**config.mk**
```make
export PLATFORM = sky130hd
export DESIGN_NAME = byte_serializer
export DESIGN_NICKNAME = d
export VERILOG_FILES = /design/src/rtl/byte_serializer_pkg.sv /design/src/rtl/piso_shifter.sv /design/src/rtl/byte_serializer.sv
export SDC_FILE = /design/constraint.sdc
export NUM_CORES = 1
export LEC_CHECK = 0
export CORE_MARGIN = 2
export CORE_UTILIZATION = 52
export DETAILED_ROUTE_END_ITERATION = 8
export GPL_TIMING_DRIVEN = 1
export MAX_ROUTING_LAYER = met4
export PLACE_DENSITY = 0.77
export SYNTH_ARGS = -nofsm -noshare
export SYNTH_HDL_FRONTEND = slang
export SYNTH_HIERARCHICAL = 1
export SYNTH_SLANG_ARGS = --single-unit
```
**constraint.sdc**
```tcl
create_clock -name clk -period 2.2 [get_ports clk]
set_input_delay 0.33 -clock clk [delete_from_list [all_inputs] [get_ports clk]]
set_output_delay 0.33 -clock clk [all_outputs]
set_load 0.005 [all_outputs]
```
**src/rtl/byte_serializer_pkg.sv**
```systemverilog
// Shared definitions for the byte serializer: default width, FSM states and
// the bit-counter width helper.
package byte_serializer_pkg;

  localparam int WIDTH_DEFAULT = 8;

  typedef enum logic {
    IDLE  = 1'b0,
    SHIFT = 1'b1
  } state_t;

  function automatic int cnt_width(input int width);
    return (width < 2) ? 1 : $clog2(width);
  endfunction

endpackage

```
**src/rtl/piso_shifter.sv**
```systemverilog
// Parallel-in serial-out shift register with a bit counter; exposes the
// current and the upcoming MSB / last-bit status so the top can register outputs.
module piso_shifter
  import byte_serializer_pkg::*;
#(
  parameter int WIDTH = WIDTH_DEFAULT
) (
  input  logic             clk,
  input  logic             rst,
  input  logic             load,
  input  logic [WIDTH-1:0] load_data,
  input  logic             shift,
  output logic             msb,
  output logic             next_msb,
  output logic             last_bit,
  output logic             next_last
);

  localparam int CW = cnt_width(WIDTH);
  localparam logic [CW-1:0] LAST_IDX = CW'(WIDTH - 1);
  localparam logic [CW-1:0] PRE_LAST_IDX = CW'(WIDTH - 2);

  logic [WIDTH-1:0] shreg;
  logic [CW-1:0]    cnt;

  // Counter restarts at every load, so it never wraps within a word
  always_ff @(posedge clk) begin
    if (rst) begin
      shreg <= '0;
      cnt   <= '0;
    end else if (load) begin
      shreg <= load_data;
      cnt   <= '0;
    end else if (shift) begin
      shreg <= {shreg[WIDTH-2:0], 1'b0};
      cnt   <= cnt + CW'(1);
    end
  end

  assign msb       = shreg[WIDTH-1];
  assign next_msb  = shreg[WIDTH-2];
  assign last_bit  = (cnt == LAST_IDX);
  assign next_last = (cnt == PRE_LAST_IDX);

endmodule

```
**src/rtl/byte_serializer.sv**
```systemverilog
// Valid/ready word input, MSB-first serial output with a one-entry holding
// register so consecutive words stream without an idle cycle.
module byte_serializer
  import byte_serializer_pkg::*;
#(
  parameter int WIDTH = WIDTH_DEFAULT
) (
  input  logic             clk,
  input  logic             rst,
  input  logic [WIDTH-1:0] data_in,
  input  logic             data_valid,
  output logic             data_ready,
  output logic             serial_out,
  output logic             shift_enable,
  output logic             byte_done,
  output logic             busy
);

  state_t           state, state_next;
  logic             hold_full, hold_set, hold_clr, hold_next;
  logic [WIDTH-1:0] hold_word, load_data;
  logic             handshake, load, shift;
  logic             msb, next_msb, last_bit, next_last;
  logic             so_next, se_next, bd_next, busy_next;

  assign data_ready = !rst && !hold_full;
  assign handshake  = data_valid && data_ready;

  piso_shifter #(.WIDTH(WIDTH)) u_shifter (
    .clk       (clk),
    .rst       (rst),
    .load      (load),
    .load_data (load_data),
    .shift     (shift),
    .msb       (msb),
    .next_msb  (next_msb),
    .last_bit  (last_bit),
    .next_last (next_last)
  );

  // Next state, word routing, and the values the output registers take next
  always_comb begin
    state_next = state;
    load       = 1'b0;
    load_data  = data_in;
    shift      = 1'b0;
    hold_set   = 1'b0;
    hold_clr   = 1'b0;
    case (state)
      IDLE: begin
        if (handshake) begin
          load       = 1'b1;
          state_next = SHIFT;
        end else begin
          state_next = IDLE;
        end
      end
      SHIFT: begin
        if (last_bit) begin
          if (hold_full) begin
            load      = 1'b1;
            load_data = hold_word;
            hold_clr  = 1'b1;
          end else if (handshake) begin
            load = 1'b1;
          end else begin
            state_next = IDLE;
          end
        end else begin
          shift    = 1'b1;
          hold_set = handshake;
        end
      end
      default: state_next = IDLE;
    endcase

    se_next   = (state_next == SHIFT);
    so_next   = se_next && (load ? load_data[WIDTH-1] : next_msb);
    bd_next   = se_next && !load && next_last;
    hold_next = (hold_full && !hold_clr) || hold_set;
    busy_next = se_next || hold_next;
  end

  // State, holding register and registered outputs
  always_ff @(posedge clk) begin
    if (rst) begin
      state        <= IDLE;
      hold_full    <= 1'b0;
      hold_word    <= '0;
      serial_out   <= 1'b0;
      shift_enable <= 1'b0;
      byte_done    <= 1'b0;
      busy         <= 1'b0;
    end else begin
      state        <= state_next;
      hold_full    <= hold_next;
      if (hold_set) hold_word <= data_in;
      serial_out   <= so_next;
      shift_enable <= se_next;
      byte_done    <= bd_next;
      busy         <= busy_next;
    end
  end

endmodule

```
# [Word level (Yosys, flattened, before mapping)]
# Index checks and enable logic that the tools add are counted.
[word_totals] memories=0 latch_bits=0 ram_bits=0 word_cells=45 reg_bits=23 romBits=0
[op_classes] n_shift=0 mux=19 n_lt_le_gt_ge=0 mul=0 n_addsub=1 div_mod_pow=0 n_eq_ne=2 reduce_logical=14 bitwise=1
[ops] operator="$mux 8" count=3
[ops] operator="$mux 7" count=2
[ops] operator="$mux 1" count=12
[ops] operator="$eq 3x3->1 const B" count=2
[ops] operator="$logic_and 1x1->1" count=6
[ops] operator="$logic_not 1->1" count=4
[ops] operator="$pmux 1 s2" count=2
[ops] operator="$add 3x1->3 const B" count=1
[ops] operator="$logic_or 1x1->1" count=2
[ops] operator="$reduce_bool 2->1" count=1
[ops] operator="$reduce_or 2->1" count=1
[ops] operator="$not 1->1" count=1

# [Logic depth before layout (Yosys ltp)]
# Gate-level depths: netlist (run 1).
[depth] depth_word=10 depth_mapped=7 ltp_nobuf=6

# [Hierarchy]
# The synthesis (run 1) kept the hierarchy.
[modules_own_cells] module="byte_serializer" area_per_inst_um2=596.8 seq_area_each_um2=260.2 cells_per_inst=57 n_inst=1
[modules_own_cells] module="piso_shifter" area_per_inst_um2=523.0 seq_area_each_um2=220.2 cells_per_inst=50 n_inst=1

# [Worst setup path after synthesis (run 1)]
# OpenSTA, ideal clock, no wires.
[synth_path] kind="register -> register" start="reg u_shifter.cnt[0]" end="reg hold_word[0]" synth_period_minus_slack_ns=1.722 arrival_time_ns=1.594 slack_ns=0.478 path_buffers=1 stages_incl_launch_ff=8 path_cell_list="dfxtp_1 -> ha_1 -> ha_1 -> nand2b_2 -> or3_1 -> buf_6 -> mux2i_1 -> nor2_1"
[synth_via] elab_chain_cells=3
[synth_lines] item="start: declaration" line_no="piso_shifter.sv:24" source="logic [CW-1:0] cnt;"
[synth_lines] item="start signal: assignment" line_no="piso_shifter.sv:36" source="cnt <= cnt + CW'(1);"
[synth_lines] item="$eq 3x3->1" line_no="piso_shifter.sv:42" source="assign last_bit = (cnt == LAST_IDX);"
[synth_lines] item="net last_bit" line_no="byte_serializer.sv:23" source="logic msb, next_msb, last_bit, next_last;"
[synth_lines] item="$mux 1" line_no="byte_serializer.sv:59" source="if (last_bit) begin"
[synth_lines] item="$mux 1" line_no="byte_serializer.sv:49" source="case (state)"
[synth_lines] item="end signal: assignment" line_no="byte_serializer.sv:97" source="if (hold_set) hold_word <= data_in;"
[synth_lines] item="end: declaration" line_no="byte_serializer.sv:21" source="logic [WIDTH-1:0] hold_word, load_data;"
# The timed path passes the listed nets, and every way through them passes these cells.
# A chain may end at the register's enable or synchronous reset.

# [Final worst setup path (run 1)]
[layout_path] start="reg u_shifter.cnt[0]" end="reg hold_word[1]"
# The elaborated chain is that of the path after synthesis.

==> results.py, run 1 <==
metrics = {
    "worst_setup_path": {
        "worst-path-max-fanout": 8,
        "ff2ff_path_depth": 6,
        "endpoint": "hold_word[1]$_SDFFE_PP0P_",
        "cp-end-kind": "flip-flop",
        "startpoint_type": "flip-flop",
        "cp.depth": 6,
        "reg2reg_from": "u_shifter/cnt[0]$_SDFFE_PP0P_",
        "cpPeakStageDelay_ns": 0.58,
        "critPathTopFamily": "simple AND/OR/NAND/NOR gates",
        "rr_endpoint": "hold_word[1]$_SDFFE_PP0P_",
        "cp_data_required_time_ns": 2.40,
        "reg2reg_setup_slack_ns": 0.25,
        "slowest_stage": "or3_1",
        "crit_type": "flip-flop to flip-flop",
        "crit_path_start": "u_shifter/cnt[0]$_SDFFE_PP0P_",
        "crit_top_cell": "ha_1",
        "path_cells": "ha_1 -> ha_1 -> nand2b_2 -> or3_1 -> mux2i_1 -> nor2_1",
        "worstPathArrival_ns": 2.15,
        "crit_buf_inv": 0,
    },
    "layout": {
        "area_growth_pct": 17.8,
        "final.fill_count": 190,
        "multi_input_area_sq_um": 566,
        "drive_gt1_share_pct": 10.1,
        "final_nets": 134,
        "n_antenna_cell": 0,
        "regArea_sq_um": 460,
    },
    "die": {
        "die_x_microns": 49.5,
        "die_area_sq_um": 2450,
        "floorplan.core_area_sq_um": 1960,
        "fp.dieH_microns": 49.5,
        "std_cell_rows": 16,
        "start_util_pct": 54.8,
        "io_pins": 16,
    },
    "global_routing": {
        "grt_overflow_total": 0,
        "grt_pass1_vias": 738,
        "grt_first_pass_wirelength_mm": 3.23,
        "grt_use_total_pct": 17.1,
        "grt_max_degree": 22,
        "antenna_found_initial": 0,
    },
    "clock_tree": {
        "clockBufferDepth": 2,
        "cts_resized": 0,
        "hold_buffers": 0,
        "cts_tree": "done",
        "cts-root-buf": "clkbuf_4",
        "cts_htree_levels": 1,
        "path_clk_slew_ns": 0.12,
        "postCtsSetupRepairBufs": 0,
        "cts_buffers": 3,
        "clock-sinks": 23,
        "clk-insertion-delay-late_ns": 0.30,
    },
    "synthesis": {
        "syn_area_sq_um": 1080,
        "syn_avg_cell_area_sq_um": 10.4,
        "syn_inst": 103,
        "synth_warnings": 6,
        "synth_nets": 117,
    },
    "sta": {
        "timing.final.crit_share_pct": 88.7,
        "drv_slew": 0,
        "slew-limit-headroom_pct": 67.2,
        "whs_ns": 0.503,
        "hold_violations": 0,
        "rsz0062_at_grt": "false",
        "fin_skew_ns": 0.00226,
        "fin_tns_setup_ns": 0,
        "worstMarginPinSlew_ns": 0.491,
        "fmax_ghz": 0.513,
        "setup_viol": 0,
        "finalCriticalPeriod_ns": 1.95,
    },
    "power": {
        "vdd.ir_drop.worst_mv": 0.391,
        "power_density_nw_per_um2": 616,
        "p_leak_uw": 0.000550,
    },
    "flow_run": {
        "timing.max_cap.violations": 0,
    },
    "detailed_routing": {
        "vias": 766,
        "wl_mm": 1.81,
        "viasPerCell": 5.25,
        "drt-initial-drc-count": 6,
        "ant_nets": 0,
        "drc": 0,
        "wl_per_cell_microns": 12.4,
        "dr.pass1.iters": 4,
    },
    "placed_design": {
        "io_buffers": 15,
        "dpl.hpwl_mm": 1.31,
        "gp_congestion": 0.767,
    },
    "hold_path": {
        "hold_class": "flip-flop to flip-flop",
    },
    "outcome": {
        "status": "complete, no violations",
    },
}
[layout by cell type (no fill, tap or decap)]
cell type and instances:
dfxtp_1 23, mux2i_1 15, clkdlybuf4s50_1 15, nor2_1 10, nor2b_1 7, a211oi_1 7, mux2_1 5, inv_1 4
nand2b_1 3, a21oi_1 3, clkbuf_4 3, ha_1 3, mux2_2 2, o211a_1 2, buf_4 2, nor3_1 2
nand3_2 1, mux2_4 1, nand2b_2 1, or3_1 1, o21ai_0 1, nor3b_1 1, or2_1 1, clkinv_2 1
and2_1 1, nand2_1 1, or3b_1 1, a2111oi_2 1, xnor2_1 1
[per-stage QoR]
step                      instance area (sq um)  cells  util, %  setup slack [ns]  power, uW
final                                      1270    146     64.6             0.249        781
after global routing                       1270    146     64.6             0.103        828
after floorplan                            1080    103        -             0.478        553
after global placement                     1240    142     63.2             0.293        598
after CTS                                  1270    146     64.6             0.231        791
after detailed placement                   1240    142     63.2             0.240        602
[where the power goes]
group | leakage, uW | total [uW] | internal (uW) | switching (uW)
clock | 0.0000177 | 189 | 67.7 | 121
combinational | 0.000344 | 131 | 73.3 | 58.0
sequential | 0.000188 | 461 | 443 | 17.2
total | 0.000550 | 781 | 584 | 196
[worst min-delay path: stages (launching register included)]
cell and delay [ns]:
dfxtp_1 0.34, mux2i_1 0.06, nor2_1 0.07
[worst min path at each step]
stage | slack [ns] | to | cells after the start | startpoint
global placement | 0.47 | hold_word[3]$_SDFFE_PP0P_ | 2 | hold_word[3]$_SDFFE_PP0P_
finish | 0.50 | hold_word[3]$_SDFFE_PP0P_ | 2 | hold_word[3]$_SDFFE_PP0P_
CTS | 0.51 | hold_word[2]$_SDFFE_PP0P_ | 2 | hold_word[2]$_SDFFE_PP0P_
floorplan | 0.41 | u_shifter/cnt[1]$_SDFFE_PP0P_ | 1 | rst
detailed placement | 0.48 | hold_word[2]$_SDFFE_PP0P_ | 2 | hold_word[2]$_SDFFE_PP0P_
global route | 0.54 | serial_out$_SDFF_PP0_ | 1 | u_shifter/shreg[6]$_SDFFE_PP0P_
[flip-flops by register name (all words and copies together), names as in the netlist]
register / count
hold_word: 8
u_shifter/shreg: 7
u_shifter/cnt: 3
busy: 1
byte_done: 1
hold_full: 1
serial_out: 1
state: 1
[per-layer routing]
| layer | GRT usage [%] | vias to the layer above | wire length, microns |
|---|---|---|---|
| met3 | 2.73 | 4 | 48 |
| met1 | 21.9 | 355 | 855 |
| li1 | - | 395 | - |
| met4 | 5.56 | 0 | 22 |
| met2 | 27.9 | 12 | 882 |
| met5 | - | - | 0 |
[area by class of cell]
cell class	count	share of cell area (%)
clock buffers	3	1.78
clock inverters	1	0.395
inverters	4	1.18
multi-input cells	71	44.6
flip-flops and latches	23	36.3
well taps	27	2.67
repair buffers	17	13.0
No activity file was read; power rests on OpenSTA's default activity.
==> run 2, diff against run 1 <==
- CORE_MARGIN: 2 -> default
- CORE_UTILIZATION: 52 -> 55
- CTS_BUF_LIST: default -> sky130_fd_sc_hd__clkbuf_4 sky130_fd_sc_hd__clkbuf_8
- HOLD_SLACK_MARGIN: default -> 0.03
- PLACE_DENSITY: 0.77 -> 0.8
==> results.py, run 2 (same netlist as run 1, synthesis figures left out) <==
metrics = {
    "outcome": {
        "status": "complete, no violations",
    },
    "power": {
        "p_sw_share_pct": 25.2,
        "switchingPower_uw": 197,
        "vdd.ir_drop.worst_mv": 0.417,
        "p_clk_share_pct": 24.0,
        "pwr-share-comb_pct": 17.0,
        "p_leak_uw": 0.000555,
        "seqPwrFrac_pct": 59.0,
        "power_density_nw_per_um2": 615,
        "p_int_uw": 586,
    },
    "sta": {
        "finalCriticalPeriod_ns": 1.97,
        "slew-limit-headroom_pct": 67.4,
        "timing.final.crit_share_pct": 89.6,
        "drv_slew": 0,
        "hold_violations": 0,
        "fin_tns_setup_ns": 0,
        "setup_viol": 0,
        "fin_skew_ns": 0.00759,
        "worstMarginPinSlew_ns": 0.488,
        "fmax_ghz": 0.507,
        "rsz0062_at_grt": "false",
    },
    "worst_setup_path": {
        "critPathTopFamily": "simple AND/OR/NAND/NOR gates",
        "crit_buf_inv": 0,
        "rr_endpoint": "hold_word[5]$_SDFFE_PP0P_",
        "crit_top_cell": "ha_1",
        "cpPeakStageDelay_ns": 0.57,
        "reg2reg_setup_slack_ns": 0.23,
        "ff2ff_path_depth": 6,
        "crit_type": "flip-flop to flip-flop",
        "worstPathArrival_ns": 2.19,
        "startpoint_type": "flip-flop",
        "slowest_stage": "or3_1",
        "path_cells": "ha_1 -> ha_1 -> nand2b_2 -> or3_1 -> mux2i_1 -> nor2_1",
        "cp_data_required_time_ns": 2.41,
        "worst-path-max-fanout": 8,
        "reg2reg_from": "u_shifter/cnt[0]$_SDFFE_PP0P_",
        "cp-end-kind": "flip-flop",
    },
    "layout": {
        "top_regs": "hold_word x8, u_shifter/shreg x7, u_shifter/cnt x3",
        "area_growth_pct": 18.3,
        "n_antenna_cell": 0,
        "largest-register": "hold_word",
        "final_common_cell": "dfxtp_1",
        "final_nets": 135,
        "final.fill_count": 140,
        "drive_gt1_share_pct": 10.8,
        "postLayoutCoreUtil_pct": 71.4,
        "mostFrequentLayoutCells": "dfxtp_1 (23), mux2i_1 (15), clkdlybuf4s50_1 (15), nor2_1 (10)",
        "design_area_sq_um": 1270,
        "largest_reg_flops": 8,
    },
    "clock_tree": {
        "hold_buffers": 0,
        "cts_resized": 0,
        "clockBufferDepth": 2,
        "clk-insertion-delay-late_ns": 0.30,
        "path_clk_slew_ns": 0.12,
        "postCtsSetupRepairBufs": 0,
        "clock-sinks": 23,
        "cts_htree_levels": 1,
        "cts-root-buf": "clkbuf_4",
        "cts_buffers": 3,
        "cts_tree": "done",
    },
    "die": {
        "io_pins": 16,
        "die_x_microns": 46.2,
        "floorplan.core_area_sq_um": 1780,
        "die_area_sq_um": 2140,
        "start_util_pct": 60.4,
        "std_cell_rows": 15,
        "fp.dieH_microns": 46.2,
    },
    "global_routing": {
        "antenna_found_initial": 0,
        "grt_first_pass_wirelength_mm": 3.05,
        "grt_use_total_pct": 20.9,
        "grt_pass1_vias": 660,
        "grt_overflow_total": 0,
        "grt_max_degree": 14,
    },
    "detailed_routing": {
        "vias": 774,
        "dr.pass1.iters": 4,
        "wl_per_cell_microns": 12.8,
        "ant_nets": 0,
        "wl_mm": 1.85,
        "drt-initial-drc-count": 4,
        "viasPerCell": 5.34,
        "drc": 0,
    },
    "placed_design": {
        "io_buffers": 15,
        "dpl.hpwl_mm": 1.38,
        "placed_cell_area_sq_um": 1240,
        "gp_congestion": 0.738,
    },
    "hold_path": {
        "holdPathEnd": "hold_word[3]$_SDFFE_PP0P_",
        "min_from": "hold_word[3]$_SDFFE_PP0P_",
        "holdPathStages": 2,
        "hold_class": "flip-flop to flip-flop",
    },
    "flow_run": {
        "timing.max_cap.violations": 0,
    },
}
[run 2: cell count changes in the layout (fill, tap and decap cells not counted), sizes merged]
cell / change
buf: +1
[run 2: power groups by stage]
stage,clock (uW),combinational [uW],sequential [uW]
after global routing,225,147,465
after floorplan,0,86.1,467
after global placement,0,130,469
after CTS,198,134,461
final,188,133,462
after detailed placement,0,134,471
[run 2: per-stage QoR]
stage	hold slack (ns)	setup WS [ns]	std cells	total power [uW]
3_3_place_gp	0.468	0.276	141	600
2_1_floorplan	0.406	0.478	103	553
3_5_place_dp	0.489	0.211	141	604
6_report	0.517	0.229	145	783
4_1_cts	0.517	0.209	145	793
5_1_grt	0.539	0.129	145	837
[run 2: worst max-delay path by stage]
stage                                        from                               to  slack, ns  cells after the start
global route        u_shifter/cnt[0]$_SDFFE_PP0P_        hold_word[7]$_SDFFE_PP0P_       0.13                      6
global placement                              rst  u_shifter/shreg[5]$_SDFFE_PP0P_       0.28                      6
floorplan           u_shifter/cnt[0]$_SDFFE_PP0P_        hold_word[0]$_SDFFE_PP0P_       0.48                      7
CTS                 u_shifter/cnt[0]$_SDFFE_PP0P_        hold_word[5]$_SDFFE_PP0P_       0.21                      6
detailed placement  u_shifter/cnt[0]$_SDFFE_PP0P_        hold_word[5]$_SDFFE_PP0P_       0.21                      6
finish              u_shifter/cnt[0]$_SDFFE_PP0P_        hold_word[5]$_SDFFE_PP0P_       0.23                      6
[run 2: layer usage]
layer / vias to the layer above / GRT usage, % / wire [microns]
li1: 399 / - / -
met2: 11 / 33.5 / 878
met4: 0 / 8.82 / 19
met1: 360 / 25.7 / 910
met3: 4 / 3.53 / 41
met5: - / - / 0
[run 2: cell type report]
cell class / instances / area (sq um) / area share, %
well taps: 25 / 31.3 / 2.46
multi-input cells: 71 / 566 / 44.4
repair buffers: 18 / 173 / 13.6
flip-flops and latches: 23 / 460 / 36.2
clock inverters: 1 / 5.00 / 0.393
clock buffers: 3 / 22.5 / 1.77
inverters: 4 / 15.0 / 1.18
[run 2: worst min-delay path, stage by stage, from the launching register on]
cell and delay (ns):
dfxtp_1 0.35, mux2i_1 0.07, nor2_1 0.07
